[src/rtl/adc_serial_capture_pkg.sv]
// Shared definitions for the serial ADC capture path: frame states and the
// default sample-rate constants (sclk divider and frame length live together).
package adc_pkg;

   typedef enum logic [1:0] {
      IDLE,
      CONV,
      QUIET
   } adc_state_e;

   // Divider terminal count for the upstream sclk generator.
   localparam int unsigned ADC_SCLK_DIV  = 8;
   // sclk periods per frame; with the divider above this sets ~40.26 kHz.
   localparam int unsigned ADC_FRAME_LEN = 69;
   // Leading zero bits clocked out by the ADC before the MSB.
   localparam int unsigned ADC_LEAD_BITS = 4;
   // Sample width.
   localparam int unsigned ADC_DATA_BITS = 12;

endpackage

[src/rtl/adc_serial_capture_if.sv]
// Sample delivery bundle: parallel sample with valid/ready handshake plus the
// sticky overrun flag and its clear strobe.
interface adc_serial_capture_if
   import adc_pkg::*;
#(
   parameter int unsigned DATA_BITS = ADC_DATA_BITS
) ();

   logic [DATA_BITS-1:0] sample;
   logic                 sample_valid;
   logic                 sample_ready;
   logic                 overrun;
   logic                 overrun_clr;

   modport master (
      output sample,
      output sample_valid,
      output overrun,
      input  sample_ready,
      input  overrun_clr
   );

   modport slave (
      input  sample,
      input  sample_valid,
      input  overrun,
      output sample_ready,
      output overrun_clr
   );

endinterface

[src/rtl/adc_serial_capture_edge_rise.sv]
// Registered rising-edge detector for a signal already synchronous to clock
// (e.g. the divided sclk). rise is high for the one clock where sig is newly 1.
module edge_rise (
   input  logic clock,
   input  logic reset_n,
   input  logic sig,
   output logic rise
);

   logic sig_d;

   // Delay the input by one clock for edge comparison.
   always_ff @(posedge clock or negedge reset_n) begin
      if (!reset_n) begin
         sig_d <= 1'b0;
      end else begin
         sig_d <= sig;
      end
   end

   assign rise = sig & ~sig_d;

endmodule

[src/rtl/adc_serial_capture.sv]
// Frame sequencer and deserializer for the external serial ADC. Frames are
// bracketed by cs_n, data is shifted MSB-first on sclk rising edges, and each
// completed sample is offered through a valid/ready handshake.
module adc_serial_capture
   import adc_pkg::*;
#(
   parameter int unsigned FRAME_LEN = ADC_FRAME_LEN,
   parameter int unsigned LEAD_BITS = ADC_LEAD_BITS,
   parameter int unsigned DATA_BITS = ADC_DATA_BITS
) (
   input  logic                 clock,
   input  logic                 reset_n,
   input  logic                 sclk,
   input  logic                 sdata,
   input  logic                 enable,
   output logic                 cs_n,
   adc_serial_capture_if.master smp
);

   localparam int unsigned            FCNT_W    = $clog2(FRAME_LEN);
   localparam logic [FCNT_W-1:0]      FIRST_BIT = FCNT_W'(LEAD_BITS);
   localparam logic [FCNT_W-1:0]      LAST_BIT  = FCNT_W'(LEAD_BITS + DATA_BITS - 1);
   localparam logic [FCNT_W-1:0]      FCNT_LAST = FCNT_W'(FRAME_LEN - 1);

   logic                 sclk_rise;
   adc_state_e           state, state_nxt;
   logic [FCNT_W-1:0]    fcnt, fcnt_nxt;
   logic                 cs_n_nxt;
   logic                 shift_en;
   logic                 load;
   // The shift register's top bit would be discarded on every shift, so only
   // DATA_BITS-1 bits are kept; the assembled word below is identical.
   logic [DATA_BITS-2:0] shreg;
   logic [DATA_BITS-1:0] shift_word;
   logic [DATA_BITS-1:0] sample_q;
   logic                 sample_valid_q;
   logic                 overrun_q;
   logic                 xfer;

   edge_rise u_sclk_rise (
      .clock   (clock),
      .reset_n (reset_n),
      .sig     (sclk),
      .rise    (sclk_rise)
   );

   assign shift_word = {shreg, sdata};
   assign xfer       = sample_valid_q & smp.sample_ready;

   // Frame state, frame counter and chip-select registers.
   always_ff @(posedge clock or negedge reset_n) begin
      if (!reset_n) begin
         state <= IDLE;
         fcnt  <= '0;
         cs_n  <= 1'b1;
      end else begin
         state <= state_nxt;
         fcnt  <= fcnt_nxt;
         cs_n  <= cs_n_nxt;
      end
   end

   // Next-state, counter and strobe decode; everything advances on sclk rise.
   always_comb begin
      state_nxt = state;
      fcnt_nxt  = fcnt;
      cs_n_nxt  = cs_n;
      shift_en  = 1'b0;
      load      = 1'b0;
      case (state)
         IDLE: begin
            fcnt_nxt = '0;
            cs_n_nxt = 1'b1;
            if (sclk_rise && enable) begin
               state_nxt = CONV;
               cs_n_nxt  = 1'b0;
            end
         end
         CONV: begin
            if (sclk_rise) begin
               fcnt_nxt = fcnt + FCNT_W'(1);
               if (fcnt >= FIRST_BIT && fcnt <= LAST_BIT) begin
                  shift_en = 1'b1;
               end
               if (fcnt == LAST_BIT) begin
                  load      = 1'b1;
                  cs_n_nxt  = 1'b1;
                  state_nxt = QUIET;
               end
            end
         end
         QUIET: begin
            if (sclk_rise) begin
               if (fcnt == FCNT_LAST) begin
                  fcnt_nxt = '0;
                  if (enable) begin
                     state_nxt = CONV;
                     cs_n_nxt  = 1'b0;
                  end else begin
                     state_nxt = IDLE;
                  end
               end else begin
                  fcnt_nxt = fcnt + FCNT_W'(1);
               end
            end
         end
         default: begin
            state_nxt = IDLE;
            fcnt_nxt  = '0;
            cs_n_nxt  = 1'b1;
         end
      endcase
   end

   // Deserializer and output sample register.
   always_ff @(posedge clock or negedge reset_n) begin
      if (!reset_n) begin
         shreg    <= '0;
         sample_q <= '0;
      end else begin
         if (shift_en) begin
            shreg <= shift_word[DATA_BITS-2:0];
         end
         if (load) begin
            sample_q <= shift_word;
         end
      end
   end

   // Handshake valid and sticky overrun; a load beats a same-cycle transfer or clear.
   always_ff @(posedge clock or negedge reset_n) begin
      if (!reset_n) begin
         sample_valid_q <= 1'b0;
         overrun_q      <= 1'b0;
      end else begin
         if (load) begin
            sample_valid_q <= 1'b1;
         end else if (xfer) begin
            sample_valid_q <= 1'b0;
         end
         if (load && sample_valid_q && !smp.sample_ready) begin
            overrun_q <= 1'b1;
         end else if (smp.overrun_clr) begin
            overrun_q <= 1'b0;
         end
      end
   end

   assign smp.sample       = sample_q;
   assign smp.sample_valid = sample_valid_q;
   assign smp.overrun      = overrun_q;

endmodule

[src/flat_wrapper.sv]
// flat-port wrapper written by rule: the top's interface ports become plain ports
module adc_serial_capture_flat import adc_pkg::*;
#(
   parameter int unsigned FRAME_LEN = ADC_FRAME_LEN,
   parameter int unsigned LEAD_BITS = ADC_LEAD_BITS,
   parameter int unsigned DATA_BITS = ADC_DATA_BITS
)
  (clock, reset_n, sclk, sdata, enable, cs_n, smp_sample, smp_sample_valid, smp_overrun, smp_sample_ready, smp_overrun_clr);
  adc_serial_capture_if #(.DATA_BITS(DATA_BITS)) smp_i ();
  input  logic clock;
  input  logic reset_n;
  input  logic sclk;
  input  logic sdata;
  input  logic enable;
  output logic cs_n;
  output wire logic [$bits(smp_i.sample)-1:0] smp_sample;
  output wire logic [$bits(smp_i.sample_valid)-1:0] smp_sample_valid;
  output wire logic [$bits(smp_i.overrun)-1:0] smp_overrun;
  input wire logic [$bits(smp_i.sample_ready)-1:0] smp_sample_ready;
  input wire logic [$bits(smp_i.overrun_clr)-1:0] smp_overrun_clr;
  assign smp_sample = smp_i.sample;
  assign smp_sample_valid = smp_i.sample_valid;
  assign smp_overrun = smp_i.overrun;
  assign smp_i.sample_ready = smp_sample_ready;
  assign smp_i.overrun_clr = smp_overrun_clr;
  adc_serial_capture #(.FRAME_LEN(FRAME_LEN), .LEAD_BITS(LEAD_BITS), .DATA_BITS(DATA_BITS)) u_core (.clock(clock), .reset_n(reset_n), .sclk(sclk), .sdata(sdata), .enable(enable), .cs_n(cs_n), .smp(smp_i));
endmodule
[config.mk]
export PLATFORM = sky130hd
export DESIGN_NAME = adc_serial_capture_flat
export DESIGN_NICKNAME = d
export VERILOG_FILES = /design/src/rtl/adc_serial_capture_pkg.sv /design/src/rtl/adc_serial_capture_if.sv /design/src/rtl/adc_serial_capture_edge_rise.sv /design/src/rtl/adc_serial_capture.sv /design/src/flat_wrapper.sv
export SDC_FILE = /design/constraint.sdc
export NUM_CORES = 1
export LEC_CHECK = 0
export CORE_UTILIZATION = 48
export DETAILED_ROUTE_END_ITERATION = 8
export PLACE_DENSITY = 0.74
export SETUP_SLACK_MARGIN = 0.2
export SKIP_LAST_GASP = 1
export SYNTH_ARGS = -nofsm -noshare
export SYNTH_HDL_FRONTEND = slang
export SYNTH_HIERARCHICAL = 1
export SYNTH_SLANG_ARGS = --single-unit
[constraint.sdc]
create_clock -name clock -period 2.09 [get_ports clock]
set_clock_uncertainty 0.1 [all_clocks]
set_input_delay 0.418 -clock clock [delete_from_list [all_inputs] [get_ports clock]]
set_output_delay 0.418 -clock clock [all_outputs]
set_load 0.01 [all_outputs]
# Yosys cells after proc, flatten, opt, wreduce, memory -nomap -nowiden
# Index checks and enable logic that the tools add are counted.
[totals]
reg_bits = 36
latch_bits = 0
mem_bits_rw = 0
rom_bits = 0
inputBits = 7
output_inout_bits = 15
memories = 0
[classes]
add_sub_neg = 1
mul = 0
div_mod_pow = 0
magnitude_cmp = 2
eq_ne = 10
shift = 0
muxes = 28
n_bitwise = 3
n_reduce_logical = 11
[op_table]
columns = ["op", "n"]
rows = [
  ["2-to-1 mux 7 bit", 3],
  ["2-to-1 mux 1 bit", 17],
  ["one-hot mux 7 bit (2 select lines)", 1],
  ["2-to-1 mux 2 bit", 5],
  ["inequality test 2 x 1 -> 1 bit, second input constant", 5],
  ["AND reduction 5 bit", 2],
  ["adder 7 x 1 -> 7 bit, second input constant", 1],
  ["equality test 7 x 4 -> 1 bit, second input constant", 1],
  ["equality test 7 bit, second input constant", 1],
  ["greater-or-equal comparator 7 x 3 -> 1 bit, second input constant", 1],
  ["less-or-equal comparator 7 x 4 -> 1 bit, second input constant", 1],
  ["one-hot mux 2 bit (3 select lines)", 1],
  ["logical AND 1 bit", 4],
  ["nonzero test 2 bit", 2],
  ["one-hot mux 1 bit (3 select lines)", 1],
  ["AND 1 bit", 2],
  ["equality test 2 x 1 -> 1 bit, second input constant", 1],
  ["equality test 2 bit, second input constant", 1],
  ["zero test 2 bit", 1],
  ["inequality test 2 bit, second input constant", 1],
  ["AND reduction 2 bit", 1],
  ["zero test 1 bit", 1],
  ["inverter 1 bit", 1],
]

# Logic depth before layout (Yosys ltp)
[depth]
depth_word = 7
depth_mapped = 7
depth_no_buf = 6

# By module
# The synthesis kept the hierarchy.
[by_module_without_submodules]
columns = ["mod", "n_inst", "cells_per_inst", "area_each_um2"]
rows = [
  ["adc_serial_capture", 1, 135, 1635.3],
  ["edge_rise", 1, 2, 38.8],
]

# Worst setup path before layout
# OpenSTA, ideal clock, no wires.
[synth_timing]
kind = "flip-flop to flip-flop"
startpoint = "reg u_core.state[1]"
endpoint = "reg u_core.shreg[0]"
setup_ns = 0.125
arrival_time_ns = 1.885
setup_slack_ns = -0.020
path_stages_with_launch = 8
path_buffers = 1
period_less_slack_ns = 2.110
path_cell_list = "dfrtp_1 inv_1 ha_1 inv_1 or3_4 a311oi_4 buf_6 mux2_2"
[synth_via]
elab_chain_len = 2
[synth_rtl]
columns = ["item", "line", "source"]
rows = [
  ["start: declaration", "adc_serial_capture.sv:26", "adc_state_e state, state_nxt;"],
  ["start signal: assignment", "adc_serial_capture.sv:57", "state <= state_nxt;"],
  ["equality test 2 x 1 -> 1 bit", "adc_serial_capture.sv:70", "case (state)"],
  ["2-to-1 mux 1 bit", "adc_serial_capture.sv:70", ""],
  ["end signal: assignment", "adc_serial_capture.sv:122", "shreg <= shift_word[DATA_BITS-2:0];"],
  ["end: declaration", "adc_serial_capture.sv:33", "logic [DATA_BITS-2:0] shreg;"],
]
# No other way between the ends.
# A chain may end at the register's enable or synchronous reset.

# Final worst setup path
[layout_timing]
startpoint = "reg u_core.fcnt[6]"
endpoint = "reg u_core.shreg[3]"
[layout_via]
elab_chain_len = 5
[layout_rtl]
columns = ["item", "line", "source"]
rows = [
  ["start: declaration", "adc_serial_capture.sv:27", "logic [FCNT_W-1:0] fcnt, fcnt_nxt;"],
  ["start signal: assignment", "adc_serial_capture.sv:58", "fcnt <= fcnt_nxt;"],
  ["greater-or-equal comparator 7 x 3 -> 1 bit or less-or-equal comparator 7 x 4 -> 1 bit (tied branches)", "adc_serial_capture.sv:82", "if (fcnt >= FIRST_BIT && fcnt <= LAST_BIT) begin"],
  ["logical AND 1 bit *", "adc_serial_capture.sv:82", ""],
  ["2-to-1 mux 1 bit *", "adc_serial_capture.sv:82", ""],
  ["2-to-1 mux 1 bit *", "adc_serial_capture.sv:80", "if (sclk_rise) begin"],
  ["2-to-1 mux 1 bit *", "adc_serial_capture.sv:70", ""],
]
# Every way passes the cells marked *; elsewhere a longest branch is shown, timed or not.

==> results.txt <==
----------------------------------------------------
[Global routing]
  Routing layer with the top usage in global route ... met2
  First-pass GRT wire length ... 5800 µm
  GRT met1 Usage ... 0.274
  Grt met2 use ... 0.376
  Tot GR Track Use ... 0.220
  Met3 Track Usage GR ... 0.0504
  Congestion Overflow GR ... 0
  Maximum number of pins on one net before global-route repair ... 37
  Vias in the first global route ... 1211
  Antenna violations before repair ... 0

[Floorplanning]
  Initial cell density of the core ... 0.502
  Floorplan die height ... 61.1 µm
  Die outline area ... 3730 µm²
  Number of top-level design ports ... 22
  Core region area ... 3340 µm²
  Die width ... 61.1 µm
  Cell row count ... 21

[Power and ir drop]
  Power dissipated by switching net loads ... 0.422 mW
  Peak ir drop on the vdd network ... 0.467 mV
  Clock share of power ... 0.313
  Internal power consumption ... 1.13 mW
  Power per Cell Area ... 682 nW/µm²
  Switching part of the total power ... 0.271
  Relative contribution of combinational cells to total power ... 0.210
  Register share of total power ... 0.477
  Standby leakage power ... 1.03 nW
  Post-route total power ... 1.55 mW

[Logic synthesis]
  Number of standard cells after synthesis ... 137
  Cell area after technology mapping ... 1670 µm²
  Top FF cell, synth ... sky130_fd_sc_hd__dfrtp_1
  Synth async-reset ratio ... 1.00
  Warnings, synthesis ... 6
  Syn Area/Cell ... 12.2 µm²
  Sequential-to-total area share from yosys stat ... 0.539
  Leading cell types by count after synthesis ... sky130_fd_sc_hd__dfrtp_1, sky130_fd_sc_hd__mux2_2, sky130_fd_sc_hd__nor2_1, sky130_fd_sc_hd__inv_1, sky130_fd_sc_hd__nand2_1
  EDFF count, synth ... 0
  Top post-synthesis cells by area ... sky130_fd_sc_hd__dfrtp_1, sky130_fd_sc_hd__mux2_2, sky130_fd_sc_hd__ha_1
  Count of state elements after synthesis ... 36
  Number of nets produced by synthesis ... 150
  Most numerous cell in the Yosys netlist ... sky130_fd_sc_hd__dfrtp_1
  Post-synth top area share ... 0.523
  Post-synth cell types ... 36
  Post-synthesis cell type with the largest combined area ... sky130_fd_sc_hd__dfrtp_1

[CTS]
  Worst-case clock buffer depth ... 2
  Clock sink count ... 36
  TritonCTS Buffers ... 5
  Clock tree from TritonCTS ... done
  Register clock-pin slew on the reported worst setup and hold paths ... 0.11 ns
  Root buffer cell ... sky130_fd_sc_hd__clkbuf_4
  Clock latency of the later-clocked register in the worst-skew pair ... 0.35 ns
  Level count of the clock H-tree ... 2

[Timing]
  Timing-limited maximum frequency ... 469 MHz
  Final critical-path required period ... 2.13 ns
  Total count of max-transition violations in the final report ... 0
  Setup WS post-layout ... -0.0411 ns
  Final number of setup-violating endpoints ... 10
  Worst Hold Margin ... 0.107 ns
  Headroom to the max-slew limit ... 0.705
  Period Utilization, post-route ... 1.02
  Setup repair after global routing missed its margin ... true
  Slew @ Worst Pin ... 0.442 ns
  Final hold violations ... 0

[Finish]
  Net count reported at finish ... 195
  Cell area after layout ... 2280 µm²
  Antenna diode count ... 0
  Post-Route Utilization ... 0.683
  Synthesis-to-layout area growth ... 36.1%
  Share of cells above drive strength 1 ... 0.350
  Fill cell total of the finished layout ... 242
  FF/Latch Area ... 902 µm²
  Area taken by multi-input logic gates ... 795 µm²

[Placement]
  Sum of net half-perimeters after detailed placement ... 2270 µm
  Buffers on Ports ... 21
  Final GP Congestion ... 0.832
  Cell area reported after detailed placement ... 2060 µm²
  Worst setup slack after placement ... -0.388 ns

[Run status]
  Run status ... finished, violations left
  Violated checks ... setup timing

[Route]
  Vias/cell ... 5.16
  Count of unresolved DRC violations after routing ... 0
  Routed vias ... 1182
  Average wire per standard cell ... 14.9 µm
  DRT Wirelength ... 3420 µm
  Length of the first detailed-routing pass in iterations ... 4
  First DRT Iteration DRCs ... 27
  Post-detailed-route count of antenna-violating nets ... 0

[Worst setup path]
  Critical Path Sink Type ... register
  Worst setup SP type ... register
  Worst-path maximum fanout ... 5
  Required @ worst endpoint ... 2.23 ns
  Critical Path AT ... 2.27 ns
  Kind of critical path ... reg -> reg

[Flow run]
  Reported max-cap violation count ... 0

[Worst hold path]
  Worst min path class ... in -> reg

----------------------------------------------------
==> final timing paths <==
path | from | end | slack, ns | cells past startpoint
setup reg to reg | u_core/fcnt[6] | u_core/shreg[3] | -0.04 | 5
setup / recovery | u_core/fcnt[6] | u_core/shreg[3] | -0.04 | 5
hold reg to reg | u_core/smp.sample[3] | u_core/smp.sample[3] | 0.42 | 1
hold / removal | sclk | u_core/u_sclk_rise/sig_d | 0.11 | 1
max in group asynchronous | reset_n | u_core/cs_n | 1.16 | 2
min in group asynchronous | reset_n | u_core/smp.sample[2] | 0.38 | 2
==> per-layer routing <==
layer | vias to the layer above | wire length (µm)
li1 | 574 | -
met1 | 575 | 1500
met2 | 26 | 1760
met3 | 7 | 118
met4 | 0 | 47
met5 | - | 0
==> flip-flops by register name (all words and copies together) (netlist names) <==
name                      count
u_core/cs_n                   1
u_core/fcnt                   7
u_core/shreg                 11
u_core/smp.overrun            1
u_core/smp.sample            12
u_core/smp.sample_valid       1
u_core/state                  2
u_core/u_sclk_rise/sig_d      1
==> through the flow <==
step	std cells	TNS [ns]
final	229	-0.251
after global routing	229	-0.836
after CTS	227	-0.399
after detailed placement	216	-9.64
after global placement	216	-8.67
after floorplan	137	-0.159
==> kinds of logic after synthesis <==
kind of cell / Yosys count / share of synthesized area
simple gates: 36 / 0.117
mux: 24 / 0.161
buf+inv: 13 / 0.0366
flops: 36 / 0.539
xor+xnor: 4 / 0.0209
fa+ha+maj: 6 / 0.0448
compound gates: 18 / 0.0807
==> cell usage in the layout (no fill, tap or decap), types with 2 or more instances in the layout <==
cell	synthesis	final
sky130_fd_sc_hd__o21ai_0	3	2
sky130_fd_sc_hd__dfrtp_1	35	35
sky130_fd_sc_hd__inv_1	9	8
sky130_fd_sc_hd__a21oi_1	5	5
sky130_fd_sc_hd__ha_1	6	5
sky130_fd_sc_hd__mux2_4	0	14
sky130_fd_sc_hd__nand4_1	2	2
sky130_fd_sc_hd__nand2_1	8	8
sky130_fd_sc_hd__xor2_1	3	3
sky130_fd_sc_hd__clkdlybuf4s50_1	0	19
sky130_fd_sc_hd__nor2_1	10	10
sky130_fd_sc_hd__buf_6	1	4
sky130_fd_sc_hd__nand3_1	4	4
sky130_fd_sc_hd__buf_4	1	15
sky130_fd_sc_hd__a31oi_1	3	3
sky130_fd_sc_hd__nor3b_1	2	2
sky130_fd_sc_hd__mux2_2	24	10
sky130_fd_sc_hd__or3_4	1	2
sky130_fd_sc_hd__clkbuf_4	0	5
==> worst max-delay path, stage by stage, from the launching register on <==
cell	delay, ns
sky130_fd_sc_hd__dfrtp_1	0.40
sky130_fd_sc_hd__or3_4	0.39
sky130_fd_sc_hd__or3_4	0.37
sky130_fd_sc_hd__a311oi_4	0.26
sky130_fd_sc_hd__buf_6	0.17
sky130_fd_sc_hd__mux2_2	0.34
==> final cells by class <==
cell class,count,share of cell area
inverters,9,0.0148
clock buffers,6,0.0181
flip-flops and latches,36,0.396
well taps,46,0.0253
repair buffers,42,0.182
clock inverters,2,0.0154
multi-input cells,88,0.349
==> power by group through the flow <==
stage | clock network, mW | logic, mW | registers [mW]
after floorplan | 0 | 0.186 | 0.754
after CTS | 0.498 | 0.327 | 0.741
after detailed placement | 0 | 0.310 | 0.756
after global placement | 0 | 0.306 | 0.754
after global routing | 0.527 | 0.363 | 0.746
final | 0.487 | 0.327 | 0.741
==> what timing repair did <==
action	4_1_cts	5_1_grt
setup buffers	2	2
pin swaps	2	1
cloned	1	0
gates resized for setup	22	7
hold buffers	0	0
setup endpoints to repair	30	26
Power figures use the tool's default switching activity.
